[config.mk]
export PLATFORM = sky130hd
export DESIGN_NAME = fetcher_flat
export DESIGN_NICKNAME = d
export VERILOG_FILES = /design/src/rtl/fetcher_pkg.sv /design/src/rtl/fetcher_if.sv /design/src/rtl/fetcher_branch_predict_decode.sv /design/src/rtl/fetcher.sv /design/src/flat_wrapper.sv
export SDC_FILE = /design/constraint.sdc
export NUM_CORES = 1
export LEC_CHECK = 0
export CAP_MARGIN = 20
export CORE_MARGIN = 4
export CORE_UTILIZATION = 46
export CTS_CLUSTER_SIZE = 28
export DETAILED_ROUTE_END_ITERATION = 10
export GPL_TIMING_DRIVEN = 0
export MAX_ROUTING_LAYER = met4
export PLACE_DENSITY = 0.68
export RECOVER_POWER = 25
export SKIP_LAST_GASP = 1
export SYNTH_ARGS = -nofsm -noshare
export SYNTH_HDL_FRONTEND = slang
export SYNTH_HIERARCHICAL = 1
export SYNTH_SLANG_ARGS = --single-unit
export TNS_END_PERCENT = 100
[constraint.sdc]
create_clock -name clk -period 7.58 [get_ports clk]
set_clock_uncertainty 0.2 [all_clocks]
set_input_delay 1.137 -clock clk [delete_from_list [all_inputs] [get_ports clk]]
set_output_delay 1.137 -clock clk [all_outputs]
set_load 0.03 [all_outputs]
[src/rtl/fetcher_pkg.sv]
// Shared constants and types for the instruction fetcher: datapath sizing,
// RV32/RV32C control-flow opcodes and the control-flow class used by the predictor.
package fetcher_pkg;

  localparam int XLEN     = 32;
  localparam int BHT_SIZE = 64;

  localparam logic [6:0] OPC_JAL    = 7'b1101111;
  localparam logic [6:0] OPC_BRANCH = 7'b1100011;

  localparam logic [1:0] RVC_Q1       = 2'b01;
  localparam logic [2:0] RVC_F3_JAL   = 3'b001;
  localparam logic [2:0] RVC_F3_J     = 3'b101;
  localparam logic [2:0] RVC_F3_BEQZ  = 3'b110;
  localparam logic [2:0] RVC_F3_BNEZ  = 3'b111;

  localparam logic [1:0] BHT_INIT = 2'b01;

  typedef enum logic [1:0] {
    CLS_SEQ,
    CLS_JUMP,
    CLS_BRANCH
  } ctrl_cls_e;

endpackage

[src/rtl/fetcher_if.sv]
// Fetch-side bundle: icache request/response plus the instruction handed to the queue.
interface fetcher_if #(
  parameter int XLEN = fetcher_pkg::XLEN
);
  logic            fet_icache_enable;
  logic [XLEN-1:0] fet_pc;
  logic            icache_ready;
  logic [XLEN-1:0] icache_inst;
  logic            iq_full;
  logic            fet_inst_ready;
  logic [XLEN-1:0] fet_inst;
  logic [XLEN-1:0] fet_inst_addr;
  logic            fet_pred_jump;
  logic [XLEN-1:0] fet_pred_pc;

  modport master (
    output fet_icache_enable, fet_pc, fet_inst_ready, fet_inst,
           fet_inst_addr, fet_pred_jump, fet_pred_pc,
    input  icache_ready, icache_inst, iq_full
  );

  modport slave (
    input  fet_icache_enable, fet_pc, fet_inst_ready, fet_inst,
           fet_inst_addr, fet_pred_jump, fet_pred_pc,
    output icache_ready, icache_inst, iq_full
  );
endinterface

[src/rtl/fetcher_branch_predict_decode.sv]
// Combinational immediate extraction and next-PC selection for one fetched instruction.
module branch_predict_decode
  import fetcher_pkg::*;
#(
  parameter int XLEN = fetcher_pkg::XLEN
) (
  input  logic [XLEN-1:0] pc,
  input  logic [XLEN-1:0] inst,
  input  logic            bht_taken,
  output logic            pred_jump,
  output logic [XLEN-1:0] pred_pc
);

  ctrl_cls_e       cls;
  logic [XLEN-1:0] imm;
  logic            is_rvc;

  assign is_rvc = (inst[1:0] != 2'b11);

  // NOTE: every always_comb output gets a default first so no path leaves it unassigned (no latch).
  always_comb begin
    cls = CLS_SEQ;
    imm = '0;
    if (!is_rvc) begin
      if (inst[6:0] == OPC_JAL) begin
        cls = CLS_JUMP;
        imm = {{(XLEN-21){inst[31]}}, inst[31], inst[19:12], inst[20], inst[30:21], 1'b0};
      end else if (inst[6:0] == OPC_BRANCH) begin
        cls = CLS_BRANCH;
        imm = {{(XLEN-13){inst[31]}}, inst[31], inst[7], inst[30:25], inst[11:8], 1'b0};
      end
    end else if (inst[1:0] == RVC_Q1) begin
      if (inst[15:13] == RVC_F3_J || inst[15:13] == RVC_F3_JAL) begin
        cls = CLS_JUMP;
        imm = {{(XLEN-12){inst[12]}}, inst[12], inst[8], inst[10:9], inst[6], inst[7],
               inst[2], inst[11], inst[5:3], 1'b0};
      end else if (inst[15:13] == RVC_F3_BEQZ || inst[15:13] == RVC_F3_BNEZ) begin
        cls = CLS_BRANCH;
        imm = {{(XLEN-9){inst[12]}}, inst[12], inst[6:5], inst[2], inst[11:10], inst[4:3], 1'b0};
      end
    end
  end

  assign pred_jump = (cls == CLS_JUMP) || (cls == CLS_BRANCH && bht_taken);
  assign pred_pc   = pred_jump ? pc + imm : pc + (is_rvc ? XLEN'(2) : XLEN'(4));

endmodule

[src/rtl/fetcher.sv]
// Single-issue instruction fetcher with a 2-bit-counter branch history table
// predicting direct jumps and conditional branches.
module fetcher
  import fetcher_pkg::*;
#(
  parameter int          XLEN     = fetcher_pkg::XLEN,
  parameter int          BHT_SIZE = fetcher_pkg::BHT_SIZE,
  parameter logic [31:0] RESET_PC = '0
) (
  input  logic            clk,
  input  logic            rst,
  input  logic            flush,
  input  logic [XLEN-1:0] flush_pc,
  input  logic            stall,
  input  logic            bu_update_enable,
  input  logic [XLEN-1:0] bu_update_pc,
  input  logic            bu_taken,
  fetcher_if.master       bus
);

  localparam int IDX_W = $clog2(BHT_SIZE);

  logic [XLEN-1:0]  pc_q;
  logic             ready_q;
  logic [XLEN-1:0]  inst_q;
  logic [XLEN-1:0]  addr_q;
  logic             pj_q;
  logic [XLEN-1:0]  ppc_q;
  logic [1:0]       bht [BHT_SIZE];

  logic [IDX_W-1:0] look_idx;
  logic [IDX_W-1:0] upd_idx;
  logic             pred_jump;
  logic [XLEN-1:0]  pred_pc;
  logic             accept;
  logic             unused_pc_bits;

  assign look_idx = pc_q[IDX_W:1];
  assign upd_idx  = bu_update_pc[IDX_W:1];
  assign unused_pc_bits = ^{bu_update_pc[XLEN-1:IDX_W+1], bu_update_pc[0],
                            pc_q[0]};

  assign bus.fet_icache_enable = !rst && !flush && !stall && !bus.iq_full;
  assign accept                = bus.fet_icache_enable && bus.icache_ready;

  branch_predict_decode #(.XLEN(XLEN)) u_decode (
    .pc        (pc_q),
    .inst      (bus.icache_inst),
    .bht_taken (bht[look_idx][1]),
    .pred_jump (pred_jump),
    .pred_pc   (pred_pc)
  );

  // NOTE: sequential state uses non-blocking assignment so every register samples pre-edge values.
  always_ff @(posedge clk) begin
    if (rst) begin
      pc_q    <= XLEN'(RESET_PC);
      ready_q <= 1'b0;
      inst_q  <= '0;
      addr_q  <= '0;
      pj_q    <= 1'b0;
      ppc_q   <= '0;
      // NOTE: the BHT is a register array, not SRAM, so it is reset entry by entry.
      for (int i = 0; i < BHT_SIZE; i++) bht[i] <= BHT_INIT;
    end else begin
      // Training is independent of flush/stall; lookup above reads the pre-update value.
      if (bu_update_enable) begin
        if (bu_taken && bht[upd_idx] != 2'b11)
          bht[upd_idx] <= bht[upd_idx] + 2'd1;
        else if (!bu_taken && bht[upd_idx] != 2'b00)
          bht[upd_idx] <= bht[upd_idx] - 2'd1;
      end

      if (flush) begin
        pc_q    <= flush_pc;
        ready_q <= 1'b0;
      end else if (stall) begin
        pc_q    <= pc_q;
      end else if (accept) begin
        pc_q    <= pred_pc;
        ready_q <= 1'b1;
        inst_q  <= bus.icache_inst;
        addr_q  <= pc_q;
        pj_q    <= pred_jump;
        ppc_q   <= pred_pc;
      end else begin
        ready_q <= 1'b0;
      end
    end
  end

  assign bus.fet_pc         = pc_q;
  assign bus.fet_inst_ready = ready_q;
  assign bus.fet_inst       = inst_q;
  assign bus.fet_inst_addr  = addr_q;
  assign bus.fet_pred_jump  = pj_q;
  assign bus.fet_pred_pc    = ppc_q;

endmodule

[src/flat_wrapper.sv]
// flat-port wrapper written by rule: the top's interface ports become plain ports
module fetcher_flat import fetcher_pkg::*;
#(
  parameter int          XLEN     = fetcher_pkg::XLEN,
  parameter int          BHT_SIZE = fetcher_pkg::BHT_SIZE,
  parameter logic [31:0] RESET_PC = '0
)
  (clk, rst, flush, flush_pc, stall, bu_update_enable, bu_update_pc, bu_taken, bus_fet_icache_enable, bus_fet_pc, bus_fet_inst_ready, bus_fet_inst, bus_fet_inst_addr, bus_fet_pred_jump, bus_fet_pred_pc, bus_icache_ready, bus_icache_inst, bus_iq_full);
  fetcher_if #(.XLEN(XLEN)) bus_i ();
  input  logic clk;
  input  logic rst;
  input  logic flush;
  input  logic [XLEN-1:0] flush_pc;
  input  logic stall;
  input  logic bu_update_enable;
  input  logic [XLEN-1:0] bu_update_pc;
  input  logic bu_taken;
  output wire logic [$bits(bus_i.fet_icache_enable)-1:0] bus_fet_icache_enable;
  output wire logic [$bits(bus_i.fet_pc)-1:0] bus_fet_pc;
  output wire logic [$bits(bus_i.fet_inst_ready)-1:0] bus_fet_inst_ready;
  output wire logic [$bits(bus_i.fet_inst)-1:0] bus_fet_inst;
  output wire logic [$bits(bus_i.fet_inst_addr)-1:0] bus_fet_inst_addr;
  output wire logic [$bits(bus_i.fet_pred_jump)-1:0] bus_fet_pred_jump;
  output wire logic [$bits(bus_i.fet_pred_pc)-1:0] bus_fet_pred_pc;
  input wire logic [$bits(bus_i.icache_ready)-1:0] bus_icache_ready;
  input wire logic [$bits(bus_i.icache_inst)-1:0] bus_icache_inst;
  input wire logic [$bits(bus_i.iq_full)-1:0] bus_iq_full;
  assign bus_fet_icache_enable = bus_i.fet_icache_enable;
  assign bus_fet_pc = bus_i.fet_pc;
  assign bus_fet_inst_ready = bus_i.fet_inst_ready;
  assign bus_fet_inst = bus_i.fet_inst;
  assign bus_fet_inst_addr = bus_i.fet_inst_addr;
  assign bus_fet_pred_jump = bus_i.fet_pred_jump;
  assign bus_fet_pred_pc = bus_i.fet_pred_pc;
  assign bus_i.icache_ready = bus_icache_ready;
  assign bus_i.icache_inst = bus_icache_inst;
  assign bus_i.iq_full = bus_iq_full;
  fetcher #(.XLEN(XLEN), .BHT_SIZE(BHT_SIZE), .RESET_PC(RESET_PC)) u_core (.clk(clk), .rst(rst), .flush(flush), .flush_pc(flush_pc), .stall(stall), .bu_update_enable(bu_update_enable), .bu_update_pc(bu_update_pc), .bu_taken(bu_taken), .bus(bus_i));
endmodule
==> summary.md, run 1 <==
| Metric | Value |
|---|---|
| Max Cap Viol | `0` |
| CTS-repair resized insts | `0` |
| Lkg Pwr | `6.31 nW` |
| Layout Cells excl Fill | `2,221` |
| Register area share after synthesis | `0.446` |
| Total of fill cells in the finished design | `2,779` |
| Worst Path Max Fanout | `10` |
| Synth warn | `6` |
| Post-layout minimum cycle time | `6.89 ns` |
| # diodes | `0` |
| GRT Util Overall | `0.329` |
| Setup Viol. Count Final | `0` |
| Crit path cell chain | `clkbuf_1 > buf_1 > buf_8 > mux4_2 > mux4_2 > mux4_2 > a31oi_1 > o22a_1 > buf_4 > clkinv_2 > a32o_1 > fa_1 > a21o_1 > nand4_1 > a21oi_2 > o21ai_2 > a31oi_2 > a21o_1 > a211o_1 > xnor2_1 > nand2_1 > a31oi_1` |
| Area grow syn2layout | `25.2%` |
| Worst hold path class | `flop to flop` |
| GP Congestion | `1.00` |
| Via/cell ratio | `6.35` |
| Most frequent cells in the layout | `372 x nand2_1, 144 x a21oi_1, 136 x dfxtp_1` |
| DR iter-0 viols | `1,736` |
| Slew @ Worst Pin | `1.33 ns` |
| Wirelength per Cell | `26.3 µm` |
| Antenna violations before repair | `0` |
| Pre-antenna DRT Iters | `5` |
| Clk sinks | `264` |
| DP Cell Count | `2,163` |
| Final hold viol count | `0` |
| Setup ws final | `0.685 ns` |
| Die Footprint | `34,900 µm²` |
| Hold-fix buffers, CTS | `0` |
| Setup CP Type | `flop to flop` |
| Critical path arrival | `7.18 ns` |
| Clk slew on worst S/H paths | `0.06 ns` |
| Vias in the first global route | `13.4k` |
| Post-DRT Antenna Nets | `0` |
| CP delay by family, top | `compound AO/OA/AOI/OAI gates` |
| Congestion Overflow GR | `0` |
| Cts bufs inserted | `30` |
| First-pass GRT wire length | `86,000 µm` |
| Crit path buf inv count | `5` |
| Post-Route Setup TNS | `0 ns` |
| Critical Path Max Stage Delay | `0.62 ns` |
| CORE AREA | `31,600 µm²` |
| Most Frequent Cell on Critical Path | `mux4_2` |
| Dpl hpwl | `43,600 µm` |
| Power Dens Cells | `192 nW/µm²` |
| Setup Buffers After CTS | `0` |
| Worst EP required | `7.87 ns` |
| Total Wirelength | `58,300 µm` |
| Clk root buf | `clkbuf_16` |
| Cell Area, Synth | `14,700 µm²` |
| Tot Pwr | `3.54 mW` |
| Syn_area_per_cell | `9.51 µm²` |
| Async SR Flop Fraction | `0` |
| Syn Nets | `1,682` |
| Synth Register Bits | `264` |
| HP Start | `u_core/bus.fet_inst_addr[31]$_SDFFE_PP0P_` |
| CP endpoint kind | `flop` |
| Unique masters post-synth | `80` |
| Number of H-tree levels | `1` |
| Layout cell share with drive strength beyond 1 | `0.128` |
| Setup repair after global routing missed its margin | `no` |
| CP startpoint kind | `flop` |
| Worst-Skew Late Latency | `0.57 ns` |
| DRC viols | `0` |
| Setup Slack @ Placement | `0.475 ns` |
| Max Buffers Root-to-Sink | `3` |
| CP max stage cell | `clkbuf_1` |
| Top_reg_cell synth | `dfxtp_1` |
| Initial core utilization | `0.466` |
| Largest net degree at the start of global routing | `15` |
| Die H | `187 µm` |
| Via count | `14.1k` |
| Peak Freq | `0.145 GHz` |
| Status | `finished clean` |
| Peak supply drop | `0.188 mV` |
| Cell count after synthesis | `1,547` |
| Row count | `65` |
| Number of port buffers | `206` |
| Num ports | `235` |
| Layout net count | `1,930` |
| Most common cell after layout, fill and taps aside | `nand2_1` |
| Max-slew headroom | `0.111` |
| Post-synth EDFFs | `128` |
| CTS tree | `yes` |
| Slew Limit Fails | `0` |
| DIE WIDTH | `187 µm` |
| Period Utilization, post-route | `0.910` |
-- final cells by class --
cell class | count | area [µm²] | share of cell area
multi-input combinational | 1138 | 7550 | 0.410
sequential | 264 | 6570 | 0.356
clock inverter | 9 | 48.8 | 0.00265
clock buffer | 47 | 942 | 0.0511
inverter | 9 | 35.0 | 0.00190
buffer | 136 | 612 | 0.0332
timing repair buffer | 216 | 2160 | 0.118
tap | 402 | 503 | 0.0273
-- per-layer routing --
layer,share of wire,vias to the layer above,global-route usage
li1,-,6216,-
met4,0.050,0,0.130
met5,0,-,-
met3,0.10,217,0.0694
met2,0.46,900,0.526
met1,0.38,6778,0.412
-- sequential cells by signal, indices dropped and copies added, names as in the netlist, named ones only --
| register | count |
|---|---|
| u_core/bus.fet_pred_pc | 32 |
| u_core/bht | 128 |
| u_core/bus.fet_pred_jump | 1 |
| u_core/bus.fet_inst | 32 |
| u_core/bus.fet_pc | 32 |
| u_core/bus.fet_inst_ready | 1 |
| u_core/bus.fet_inst_addr | 32 |
-- report_power, final --
part	total (mW)	switching [mW]	internal [mW]
sequential	1.55	0.0270	1.52
combinational	0.538	0.362	0.176
clock	1.45	0.600	0.850
-- worst paths after layout --
kind / endpoint / depth (start not counted) / slack [ns]
setup / recovery: u_core/bus.fet_pc[29]$_SDFFE_PP0P_ / 22 / 0.69
hold / removal: u_core/bus.fet_inst_addr[31]$_SDFFE_PP0P_ / 2 / 0.25
setup reg to reg: u_core/bus.fet_pc[29]$_SDFFE_PP0P_ / 22 / 0.69
hold reg to reg: u_core/bus.fet_inst_addr[31]$_SDFFE_PP0P_ / 2 / 0.25
-- cells in the mapped netlist (all sizes together) (11+ instances only) --
cell | count | share of area
mux2i | 13 | 0.0088
o21ai | 33 | 0.014
xnor2 | 14 | 0.0083
nand3 | 80 | 0.027
a2111oi | 67 | 0.066
edfxtp | 128 | 0.26
dfxtp | 136 | 0.19
mux2 | 12 | 0.0092
a21oi | 150 | 0.053
a21o | 19 | 0.0097
mux4 | 24 | 0.037
nand2 | 372 | 0.095
xor2 | 12 | 0.0071
ha | 30 | 0.026
and2 | 12 | 0.0051
nor2 | 42 | 0.011
o21bai | 69 | 0.035
nor3 | 17 | 0.0065
clkbuf | 94 | 0.024
a31oi | 37 | 0.016
a22oi | 28 | 0.014
a22o | 11 | 0.0065
buf | 42 | 0.018
-- through the flow --
step / utilization / area [µm²] / hold WS [ns]
final: 0.584 / 18400 / 0.250
after CTS: 0.583 / 18400 / 0.254
after floorplan: - / 14700 / 0.380
after global placement: 0.548 / 17300 / 0.241
after detailed placement: 0.552 / 17400 / 0.246
after global routing: 0.584 / 18400 / 0.270
-- logic make-up (layout without fill, tap and decap cells) --
logic type	Yosys count	count (layout)	share of synthesized area
DFF	264	264	0.446
buffers and inverters	145	417	0.0440
xor gates and xnor gates	26	26	0.0155
adders and majority gates	31	31	0.0269
AOI/OAI and AO/OA	473	473	0.250
and+or+nand+nor	559	559	0.162
muxes	49	49	0.0548
-- worst register-to-register path, stage by stage, from the launching register on --
cell and delay, ns:
dfxtp_1 0.31, clkbuf_1 0.62, buf_1 0.51, buf_8 0.23, mux4_2 0.59, mux4_2 0.51
mux4_2 0.54, a31oi_1 0.19, o22a_1 0.18, buf_4 0.18, clkinv_2 0.12, a32o_1 0.31
fa_1 0.45, a21o_1 0.22, nand4_1 0.12, a21oi_2 0.13, o21ai_2 0.21, a31oi_2 0.20
a21o_1 0.24, a211o_1 0.28, xnor2_1 0.18, nand2_1 0.10, a31oi_1 0.20
Power figures use the tool's default switching activity.
==> inputs of run 2 (changes only) <==
--- a/config.mk
+++ b/config.mk
@@ -19,4 +19,3 @@
 export SYNTH_HDL_FRONTEND = slang
 export SYNTH_HIERARCHICAL = 1
 export SYNTH_SLANG_ARGS = --single-unit
-export TNS_END_PERCENT = 100
==> results of run 2 <==
No change in the layout: final DEF, timing and power equal those of run 1.
==> inputs of run 3 (changes only) <==
--- a/config.mk
+++ b/config.mk
@@ -10,7 +10,6 @@
 export CORE_UTILIZATION = 46
 export CTS_CLUSTER_SIZE = 28
 export DETAILED_ROUTE_END_ITERATION = 10
-export GPL_TIMING_DRIVEN = 0
 export MAX_ROUTING_LAYER = met4
 export PLACE_DENSITY = 0.68
 export RECOVER_POWER = 25
==> summary.md, run 3 (synthesized netlist as in run 1, its figures left out) <==
| Metric | Value |
|---|---|
| Tot Pwr | `3.41 mW (was 3.54 mW)` |
| Max-slew headroom | `0.308 (was 0.111)` |
| Hold WS | `0.249 ns (was 0.250 ns)` |
| HP Start | `u_core/bus.fet_inst[15]$_SDFFE_PP0P_ (was u_core/bus.fet_inst_addr[31]$_SDFFE_PP0P_)` |
| Setup Buffers After CTS | `0 (unchanged)` |
| Most Frequent Cell on Critical Path | `mux4_2 (unchanged)` |
| Post-DRT Antenna Nets | `0 (unchanged)` |
| Pre-antenna DRT Iters | `5 (unchanged)` |
| Setup repair after global routing missed its margin | `no (unchanged)` |
| Post-layout minimum cycle time | `6.07 ns (was 6.89 ns)` |
| Worst hold path class | `flop to flop (unchanged)` |
| Post-Route Setup TNS | `0 ns (unchanged)` |
| Most common cell after layout, fill and taps aside | `nand2_1 (unchanged)` |
| Clk sinks | `264 (unchanged)` |
| Status | `finished clean (unchanged)` |
| Max Buffers Root-to-Sink | `3 (unchanged)` |
| GP Congestion | `0.939 (was 1.00)` |
| First-pass GRT wire length | `74,700 µm (was 86,000 µm)` |
| Congestion Overflow GR | `0 (unchanged)` |
| CP endpoint kind | `flop (unchanged)` |
| CTS tree | `yes (unchanged)` |
| Layout Cells excl Fill | `2,119 (was 2,221)` |
| Number of flip-flops in the largest register | `128 (unchanged)` |
| Vias in the first global route | `12.6k (was 13.4k)` |
| Final hold viol count | `0 (unchanged)` |
| Layout cell share with drive strength beyond 1 | `0.132 (was 0.128)` |
| CP startpoint kind | `flop (unchanged)` |
| CTS-repair resized insts | `0 (unchanged)` |
| Area grow syn2layout | `22.5% (was 25.2%)` |
| Cts bufs inserted | `29 (was 30)` |
| DP Cell Count | `2,064 (was 2,163)` |
| Lkg Pwr | `6.19 nW (was 6.31 nW)` |
| Period Utilization, post-route | `0.801 (was 0.910)` |
| Worst-Skew Late Latency | `0.56 ns (was 0.57 ns)` |
| CP max stage cell | `dfxtp_1 (was clkbuf_1)` |
| Initial core utilization | `0.466 (unchanged)` |
| Slew @ Worst Pin | `1.03 ns (was 1.33 ns)` |
| Peak supply drop | `0.175 mV (was 0.188 mV)` |
| Hold-fix buffers, CTS | `0 (unchanged)` |
| Setup CP Type | `flop to flop (unchanged)` |
| Setup Slack @ Placement | `1.44 ns (was 0.475 ns)` |
| Layout net count | `1,830 (was 1,930)` |
| Setup ws final | `1.51 ns (was 0.685 ns)` |
| DRC viols | `0 (unchanged)` |
| Power Dens Cells | `189 nW/µm² (was 192 nW/µm²)` |
| Die H | `187 µm (unchanged)` |
| Row count | `65 (unchanged)` |
| CP delay by family, top | `compound AO/OA/AOI/OAI gates (unchanged)` |
| Via/cell ratio | `6.20 (was 6.35)` |
| Max Cap Viol | `0 (unchanged)` |
| Wirelength per Cell | `22.8 µm (was 26.3 µm)` |
| GRT Util Overall | `0.272 (was 0.329)` |
| Die Footprint | `34,900 µm² (unchanged)` |
| Clk slew on worst S/H paths | `0.06 ns (about the same)` |
| DIE WIDTH | `187 µm (unchanged)` |
| Slew Limit Fails | `0 (unchanged)` |
| Total Wirelength | `48,400 µm (was 58,300 µm)` |
| Clk root buf | `clkbuf_16 (unchanged)` |
| Critical Path Max Stage Delay | `0.92 ns (was 0.62 ns)` |
| Setup Viol. Count Final | `0 (unchanged)` |
| Largest net degree at the start of global routing | `99 (was 15)` |
| Crit path buf inv count | `1 (was 5)` |
| Number of H-tree levels | `1 (unchanged)` |
| Via count | `13.1k (was 14.1k)` |
| Antenna violations before repair | `1 (was 0)` |
| Top reg by flops | `u_core/bht (unchanged)` |
| Reg2Reg Setup Slack | `1.51 ns (was 0.69 ns)` |
| Worst Path Max Fanout | `16 (was 10)` |
| Worst EP required | `7.84 ns (was 7.87 ns)` |
| CORE AREA | `31,600 µm² (unchanged)` |
| Number of port buffers | `208 (was 206)` |
| Critical path arrival | `6.33 ns (was 7.18 ns)` |
| Most frequent cells in the layout | `371 x nand2_1, 144 x a21oi_1, 136 x dfxtp_1 (was 372 x nand2_1, 144 x a21oi_1, 136 x dfxtp_1)` |
| Num ports | `235 (unchanged)` |
| Peak Freq | `0.165 GHz (was 0.145 GHz)` |
| Crit path cell chain | `mux4_2 > mux4_2 > mux4_2 > a31oi_1 > o22a_1 > clkinv_2 > a32o_1 > fa_1 > a21o_1 > nand4_1 > a21oi_2 > o21ai_2 > a31oi_2 > a21o_1 > a211o_1 > xnor2_1 > nand2_1 > a31oi_1 (was clkbuf_1 > buf_1 > buf_8 > mux4_2 > mux4_2 > mux4_2 > a31oi_1 > o22a_1 > buf_4 > clkinv_2 > a32o_1 > fa_1 > a21o_1 > nand4_1 > a21oi_2 > o21ai_2 > a31oi_2 > a21o_1 > a211o_1 > xnor2_1 > nand2_1 > a31oi_1)` |
| Dpl hpwl | `33,700 µm (was 43,600 µm)` |
| DR iter-0 viols | `1,422 (was 1,736)` |
==> run 3: cell types whose count changed in the layout (fill, tap and decap cells not counted), sizes merged <==
cell           before  now
clkinv              7    8
buf                52   47
diode               0    1
clkbuf            141   44
inv                11   10
clkdlybuf4s50      76   75
==> run 3: worst paths after layout <==
check | end | cells after the start
setup / recovery | u_core/bus.fet_pc[29]$_SDFFE_PP0P_ | 18
hold / removal | u_core/bus.fet_inst[15]$_SDFFE_PP0P_ | 2
setup reg to reg | u_core/bus.fet_pc[29]$_SDFFE_PP0P_ | 18
hold reg to reg | u_core/bus.fet_inst[15]$_SDFFE_PP0P_ | 2
==> run 3: worst min-delay path, stage by stage, from the launching register on <==
cell	delay, ns
dfxtp_1	0.30
nand2_1	0.05
a21oi_1	0.05
==> run 3: where the power goes <==
part | switching, mW | total [mW] | internal, mW
sequential | 0.0318 | 1.55 | 1.52
clock | 0.586 | 1.37 | 0.783
combinational | 0.314 | 0.486 | 0.172
==> run 3: final cells by class <==
cell class                      instances  area [µm²]
Fill cell                            2747       13500
Multi-Input combinational cell       1138        7530
Sequential cell                       264        6570
Timing Repair Buffer                  253        2470
Clock buffer                           43         861
Tap cell                              402         503
Clock inverter                          9        50.0
Inverter                                9        35.0
Antenna cell                            1        2.50
==> run 3: through the flow <==
stage                     utilization  instance area, µm²
after CTS                       0.570               18000
after floorplan                     -               14700
final                           0.571               18000
after global routing            0.571               18000
after global placement          0.541               17100
after detailed placement        0.541               17100
==> run 3: per-layer routing <==
layer	routed length (µm)	track usage
met3	4840	0.0543
met5	0	-
met4	1420	0.0751
met2	22500	0.432
met1	19600	0.359
